--- src/rtl/fetch_unit.sv ---
// fetch_unit: instruction fetch stage.
// Owns the program counter, issues sequential word fetches over a valid/ready
// request channel and buffers in-order responses in a DEPTH-entry prefetch
// queue that feeds decode. A redirect flushes the queue and discards the
// responses of requests that were still in flight.
// Optional feature: define FETCH_BYPASS_EN to let a response go straight to
// decode in the same cycle when the queue is empty.
module fetch_unit #(
  parameter int          DEPTH    = 4,
  parameter logic [31:0] RESET_PC = 32'h0000_0000
) (
  input  logic        clock,
  input  logic        reset,
  output logic        imem_req_valid,
  input  logic        imem_req_ready,
  output logic [31:0] imem_req_addr,
  input  logic        imem_resp_valid,
  input  logic [31:0] imem_resp_data,
  output logic        inst_valid,
  input  logic        inst_ready,
  output logic [31:0] inst,
  output logic [31:0] inst_pc,
  input  logic        redirect,
  input  logic [31:0] redirect_pc
);

  localparam int AW = $clog2(DEPTH);
  localparam int CW = AW + 1;

  logic [31:0]   fetch_pc;
  logic [31:0]   resp_pc;
  logic [CW-1:0] inflight;
  logic [CW-1:0] discard;
  logic [CW-1:0] count;
  logic [AW-1:0] rd_ptr;
  logic [AW-1:0] wr_ptr;
  logic [31:0]   q_pc   [DEPTH];
  logic [31:0]   q_inst [DEPTH];
  logic [31:0]   hold_inst;
  logic [31:0]   hold_pc;

  logic [CW+1:0] occupancy;
  logic [31:0]   redirect_target;
  logic          accept;
  logic          live_resp;
  logic          q_empty;
  logic          bypass;
  logic          push;
  logic          pop;
  logic          unused_low_bits;

  // Target addresses are word aligned; the low two bits are dropped.
  assign redirect_target = {redirect_pc[31:2], 2'b00};
  assign unused_low_bits = ^redirect_pc[1:0];

  // Every slot is reserved at issue time: live and stale requests in flight
  // plus queued entries may never exceed DEPTH, so a push never overflows.
  assign occupancy      = {2'b00, inflight} + {2'b00, discard} + {2'b00, count};
  assign imem_req_valid = !reset && !redirect && (occupancy < (CW+2)'(DEPTH));
  assign imem_req_addr  = fetch_pc;
  assign accept         = imem_req_valid && imem_req_ready;

  // A response is live only when no stale responses remain ahead of it and
  // the same cycle is not being flushed.
  assign live_resp = imem_resp_valid && (discard == '0) && !redirect;
  assign q_empty   = (count == '0);

`ifdef FETCH_BYPASS_EN
  assign bypass = q_empty && live_resp && !reset;
`else
  assign bypass = 1'b0;
`endif

  assign inst_valid = !q_empty || bypass;
  assign pop        = !q_empty && inst_ready;
  assign push       = live_resp && !(bypass && inst_ready);

  // Head of queue, else a bypassed response, else the last value shown.
  always_comb begin
    inst    = hold_inst;
    inst_pc = hold_pc;
    if (!q_empty) begin
      inst    = q_inst[rd_ptr];
      inst_pc = q_pc[rd_ptr];
    end else if (bypass) begin
      inst    = imem_resp_data;
      inst_pc = resp_pc;
    end
  end

  // Control state: PCs, counters, queue pointers and the held output value.
  always_ff @(posedge clock or posedge reset) begin
    if (reset) begin
      fetch_pc  <= RESET_PC;
      resp_pc   <= RESET_PC;
      inflight  <= '0;
      discard   <= '0;
      count     <= '0;
      rd_ptr    <= '0;
      wr_ptr    <= '0;
      hold_inst <= '0;
      hold_pc   <= '0;
    end else begin
      if (inst_valid) begin
        hold_inst <= inst;
        hold_pc   <= inst_pc;
      end
      if (redirect) begin
        fetch_pc <= redirect_target;
        resp_pc  <= redirect_target;
        discard  <= discard + inflight - CW'(imem_resp_valid);
        inflight <= '0;
        count    <= '0;
        rd_ptr   <= '0;
        wr_ptr   <= '0;
      end else begin
        if (accept) begin
          fetch_pc <= fetch_pc + 32'd4;
        end
        if (live_resp) begin
          resp_pc <= resp_pc + 32'd4;
        end
        inflight <= inflight + CW'(accept) - CW'(live_resp);
        discard  <= discard - CW'(imem_resp_valid && (discard != '0));
        count    <= count + CW'(push) - CW'(pop);
        if (push) begin
          wr_ptr <= wr_ptr + 1'b1;
        end
        if (pop) begin
          rd_ptr <= rd_ptr + 1'b1;
        end
      end
    end
  end

  // Queue storage holds data only, so it carries no reset.
  always_ff @(posedge clock) begin
    if (push) begin
      q_pc[wr_ptr]   <= resp_pc;
      q_inst[wr_ptr] <= imem_resp_data;
    end
  end

endmodule
--- config.mk ---
export PLATFORM = sky130hd
export DESIGN_NAME = fetch_unit
export DESIGN_NICKNAME = d
export VERILOG_FILES = /design/src/rtl/fetch_unit.sv
export SDC_FILE = /design/constraint.sdc
export NUM_CORES = 1
export LEC_CHECK = 0
export ABC_AREA = 1
export CAP_MARGIN = 10
export CORE_MARGIN = 5
export CORE_UTILIZATION = 57
export DETAILED_ROUTE_END_ITERATION = 12
export GPL_ROUTABILITY_DRIVEN = 0
export PLACE_DENSITY = 0.89
export SETUP_SLACK_MARGIN = 0.4
export SLEW_MARGIN = 20
export SYNTH_ARGS = -nofsm -noshare
export SYNTH_HDL_FRONTEND = slang
export SYNTH_SLANG_ARGS = --single-unit
--- constraint.sdc ---
create_clock -name clock -period 5.29 [get_ports clock]
set_input_delay 0.529 -clock clock [delete_from_list [all_inputs] [get_ports clock]]
set_output_delay 0.529 -clock clock [all_outputs]
set_load 0.02 [all_outputs]
==> impl_metrics.ini, run 1 <==
[route]
wl_per_cell_um = 18.70
drt_iter0_drc = 1650
drc = 0
antenna_left = 0
wirelength_um = 43100
viasPerCell = 5.886
first_pass_iters = 6
vias = 13568

[grt]
grt_pass1_vias = 13660
grt_usage_pct = 25.09
antenna_found_initial = 0
grt_overflow = 0
grt_max_degree = 144
grt_pass1_wl_um = 68210

[pwr]
p_seq_share_pct = 37.9
p_sw_mw = 3.981
clkPwrFrac_pct = 24.7
powerDensity_nw_per_um2 = 527.8
p_int_mw = 6.823
leakagePower_nw = 7.771
switching_share_pct = 36.85
combPwrFrac_pct = 37.4
total_power_mw = 10.80
peakVddDrop_mv = 0.3949

[final_layout]
drive_gt1_share_pct = 5.326
areaGrowthSynthToFinish_pct = 18.63
nets = 1978
antenna_cells = 0

[worst_setup_path]
ff2ff_setup_slack_ns = 1.68
critical_path_class = flip-flop to output pin
r2r-start = inflight[1]
cp.arrival_ns = 3.85
rr_endpoint = inflight[2]
r2r_cells = 14
crit_path_end_kind = output pin
start_kind = flip-flop
cp.required_ns = 4.76
path_max_fanout = 69

[cts]
clk_latency_ns = 0.52
cts_sinks = 385
cts-hold-fix-buffers = 0
clock_path_buffers = 3
post_cts_resized = 0
h-tree-depth = 2
post_cts.repair.setup_buffers = 0
numCtsBuffers = 39
cts_tree = built
root_buffer = clkbuf_16
clk_pin_slew_worst_paths_ns = 0.06

[logic_synthesis]
synth.largest_area_cell = edfxtp_1
syn_avg_cell_area_sq_um = 9.900
synthTopCellsByCount = 404 x nor2_1, 301 x nand2_1, 248 x edfxtp_1
synthFlopType = edfxtp_1
synthArstFlopShare_pct = 35.58
synth_area_sq_um = 17260
synth-edff-count = 248
synth.most_common_cell = nor2_1
yosys_warnings = 0
ys_seq_area_share_pct = 63.02
synth_top_area_share_pct = 43.16
synth_cells = 1743
synthDistinctLibCells = 43
ys_seq_elements = 385
synth_area_leaders = edfxtp_1 43%, dfrtp_1 20%, nor2_1 8.8%

[floorplan]
ios = 168
start_util_pct = 57.92
die_h_um = 184.0
std_cell_rows = 63
die_w_um = 184.0
dieArea_sq_um = 33850
core_sq_um = 29800

[timing]
rsz0062_at_grt = false
post-route-min-period_ns = 4.374
timing.setup.tns_ns = 0
fmax_mhz = 228.6
hold_slack_ns = 0.4961
fin_crit_sh_pct = 82.69
maxSlewHeadroom_pct = 29.68
setup-violations-final = 0
fin_skew_ns = 0.01460
hold_violations = 0
report.final.slew_viol_count = 0
worst_pin_slew_ns = 1.055

[min_path]
min_to = hold_pc[1]
worst_hold_path_type = flip-flop to flip-flop
worstHoldStart = hold_pc[1]
min_path_cells = 2

[placement]
hpwl_um = 26710
io_buffers = 163

[outcome]
status = finished clean

[flow_run]
cap_violations = 0
[area by class of cell]
class / instances / area, sq um
Fill cell: 1964 / 9325
Sequential cell: 385 / 10880
Clock buffer: 55 / 1096
Multi-Input combinational cell: 1179 / 5664
Timing Repair Buffer: 179 / 1802
Tap cell: 390 / 488.0
Clock inverter: 17 / 153.9
Inverter: 100 / 386.6
[how the worst max path moves through the flow]
stage	end	cells after the start	from	slack, ns
CTS	inst[16]	5	rd_ptr[0]	1.03
global placement	inflight[2]	13	reset	1.50
floorplan	inflight[2]	13	reset	0.94
global route	inst[16]	5	rd_ptr[0]	0.59
finish	inst[16]	5	rd_ptr[0]	0.92
detailed placement	inflight[2]	13	reset	1.43
[cell usage in the layout, fill, tap and decap left out, types with 5 or more instances in the layout]
cell type,count
nand3_1,72
o21ai_0,157
clkdlybuf4s50_1,163
nand2_1,301
dfrtp_1,135
clkbuf_8,6
nor2_1,400
clkinv_2,6
xnor2_1,8
clkbuf_1,10
inv_1,92
nor2_4,6
a21oi_1,13
xor2_1,12
o211ai_1,7
clkbuf_16,39
a31oi_1,124
o21bai_1,5
ha_1,18
inv_6,5
nor3_1,7
buf_4,12
clkinv_1,5
nand3b_1,13
fa_1,6
nand4_1,6
edfxtp_1,248
[metal layers]
metal / vias up / GRT usage [%] / part of all wire [%]
li1: 6235 / - / -
met1: 6371 / 32.35 / 38
met2: 812 / 42.97 / 49
met3: 150 / 4.254 / 9.5
met4: 0 / 9.376 / 3.5
met5: - / 0 / 0
[worst max-delay path, stage by stage (launching register included)]
cell,delay (ns)
dfrtp_4,0.83
clkinv_2,0.85
buf_4,0.52
o21ai_0,0.30
a31oi_1,0.18
clkdlybuf4s50_1,0.60
[state kept, by name (all words and copies together), names as in the netlist]
register and flops:
count 3, discard 3, hold_inst 32, hold_pc 32, imem_req_addr 30, inflight 3
q_inst 128, q_pc 120, rd_ptr 2, resp_pc 30, wr_ptr 2
[power by group through the flow]
stage,registers [mW],logic (mW),clock network (mW)
after global routing,4.14,4.40,2.81
after global placement,4.10,3.81,0
final,4.10,4.04,2.67
after floorplan,4.06,2.47,0
after CTS,4.08,4.04,2.70
after detailed placement,4.13,3.98,0
[kinds of logic after synthesis]
family                   after synthesis  share of synthesized area, %
AO/OA/AOI/OAI                        313                         10.32
multiplexers                           1                       0.05801
flip-flops                           385                         63.02
adder cells (fa/ha/maj)               24                         2.001
XOR/XNOR                              20                         1.015
buffers and inverters                180                         4.350
AND/OR/NAND/NOR                      819                         19.21
other                                  1                       0.02173
[metrics by stage]
stage	worst slack [ns]	cells	instance area, sq um	util (%)
after floorplan	0.9378	1744	17260	-
after global placement	1.496	2233	19220	64.50
after detailed placement	1.431	2233	19220	64.50
after CTS	1.027	2305	20470	68.70
after global routing	0.5862	2305	20470	68.70
final	0.9156	2305	20470	68.70
Note: power is estimated with default switching activity, not from simulation.
==> run 2: changes to the inputs <==
Settings changed: CORE_UTILIZATION 57 to 52, PLACE_DENSITY 0.89 to 0.86.
Clock period 5.29 ns to 3.98 ns, I/O delays scaled along.
==> run 2 against run 1 <==
Effect of this change:
- first-iteration DRC count fell by 32%
- combinational power grew 34%
- sequential share of layout area fell by 0.45 points
==> impl_metrics.ini, run 2 (synthesis gave the netlist of run 1 again) <==
[route]
drc = 0
viasPerCell = 5.637
vias = 13291
wl_per_cell_um = 17.63
antenna_left = 0
drt_iter0_drc = 1117
wirelength_um = 41580
first_pass_iters = 5

[cts]
cts_sinks = 385
clk_latency_ns = 0.53
post_cts.repair.setup_buffers = 0
root_buffer = clkbuf_16
numCtsBuffers = 39
cts-hold-fix-buffers = 0
clk_pin_slew_worst_paths_ns = 0.06
h-tree-depth = 2
clock_path_buffers = 3
cts_tree = built

[timing]
hold_violations = 0
fin_skew_ns = 0.01365
fmax_mhz = 290.8
report.final.slew_viol_count = 0
maxSlewHeadroom_pct = 44.51
setup-violations-final = 0
setup_slack_ns = 0.5415
worst_pin_slew_ns = 0.8323
rsz0062_at_grt = false
fin_crit_sh_pct = 86.40
post-route-min-period_ns = 3.439

[worst_setup_path]
crit_slowest_cell = clkdlybuf4s50_1
cp.required_ns = 3.58
cp.arrival_ns = 3.04
crit_buf_inv = 3
path_max_fanout = 94
start_kind = flip-flop
crit_family = buffers and inverters
critical_path_class = flip-flop to output pin
worstPathCellList = inv_2, buf_12, o21ai_0, a31oi_1, clkdlybuf4s50_1
crit_path_end_kind = output pin
cpPeakStageDelay_ns = 0.68

[floorplan]
die_w_um = 192.2
start_util_pct = 52.90
dieArea_sq_um = 36930
die_h_um = 192.2
std_cell_rows = 66
core_sq_um = 32620
ios = 168

[pwr]
powerDensity_nw_per_um2 = 700.0
leakagePower_nw = 7.805
peakVddDrop_mv = 0.3803

[final_layout]
top_regs = q_inst x128, q_pc x120
seq_area_sq_um = 10880
nets = 1978
areaGrowthSynthToFinish_pct = 19.64
fillers = 2360
layout_commonest_cell = nor2_1
regMostFlops = q_inst
final_cell_mix = 400 x nor2_1, 301 x nand2_1, 248 x edfxtp_1
finish.utilization_pct = 63.30
layoutNonFillerInstCount = 2358
drive_gt1_share_pct = 5.379
multiInputGateArea_sq_um = 5689
largest_reg_flops = 128

[grt]
grt_pass1_wl_um = 66070
grt_max_degree = 138
grt_usage_pct = 22.37
grt_pass1_vias = 13314
antenna_found_initial = 2
grt_overflow = 0

[outcome]
status = finished clean

[placement]
pre_cts_slack_ns = 0.7148
hpwl_um = 25740
placed_cells = 2285
io_buffers = 163

[min_path]
worst_hold_path_type = input pin to asynchronous set/reset pin

[flow_run]
cap_violations = 0
==> run 2: changes by cell type in the layout (fill, tap and decap cells not counted), sizes merged <==
cell	delta
clkinv	+2
clkinvlp	-1
diode	+1
clkdlybuf4s50	-1
inv	-2
dlygate4sd2	+1
bufinv	+2
clkbuf	-1
==> run 2: worst paths after layout <==
kind,start,endpoint,slack (ns),cells after the start
setup / recovery,rd_ptr[0],inst_pc[5],0.54,5
hold / removal,reset,inflight[0],0.48,3
setup reg to reg,inflight[1],inflight[2],0.70,13
hold reg to reg,hold_pc[0],hold_pc[0],0.50,2
max in group asynchronous,reset,rd_ptr[0],2.81,3
min in group clock,redirect_pc[14],resp_pc[14],0.48,3
==> run 2: per-stage QoR <==
step	hold slack [ns]	power (mW)	setup TNS, ns	area, sq um
2_1_floorplan	0.4438	8.694	-29.76	17290
3_3_place_gp	0.4736	10.62	0	19350
3_5_place_dp	0.4811	10.85	0	19350
4_1_cts	0.4734	14.53	0	20640
5_1_grt	0.4889	15.28	0	20650
6_report	0.4781	14.45	0	20650
==> run 2: cell type report <==
class / count / share of cell area, %
multi-input cells: 1179 / 27.56
flip-flops and latches: 385 / 52.70
well taps: 442 / 2.679
diodes: 1 / 0.01212
clock inverters: 18 / 0.9757
repair buffers: 179 / 8.902
clock buffers: 54 / 5.297
inverters: 100 / 1.879
==> run 2: worst min-delay path, cell delays in order <==
cell,delay [ns]
clkdlybuf4s50_1,0.44
clkinvlp_4,0.11
buf_12,0.57
==> run 2: what timing repair did <==
action                     in CTS  in global routing
pin swaps                       0                  0
setup endpoints to repair       1                  1
resized for setup               1                  2
==> run 2: routing by layer <==
metal	track usage, %	part of all wire [%]	up-vias
met5	0	0.034	-
met4	7.954	2.6	2
met3	4.053	9.2	85
met2	37.70	49	662
met1	29.31	39	6303
li1	-	-	6239
==> run 2: power breakdown <==
group          internal, mW  switching, mW  total, mW
Combinational          2.13           3.30       5.43
Sequential             4.92          0.463       5.38
Clock                  2.19           1.46       3.65
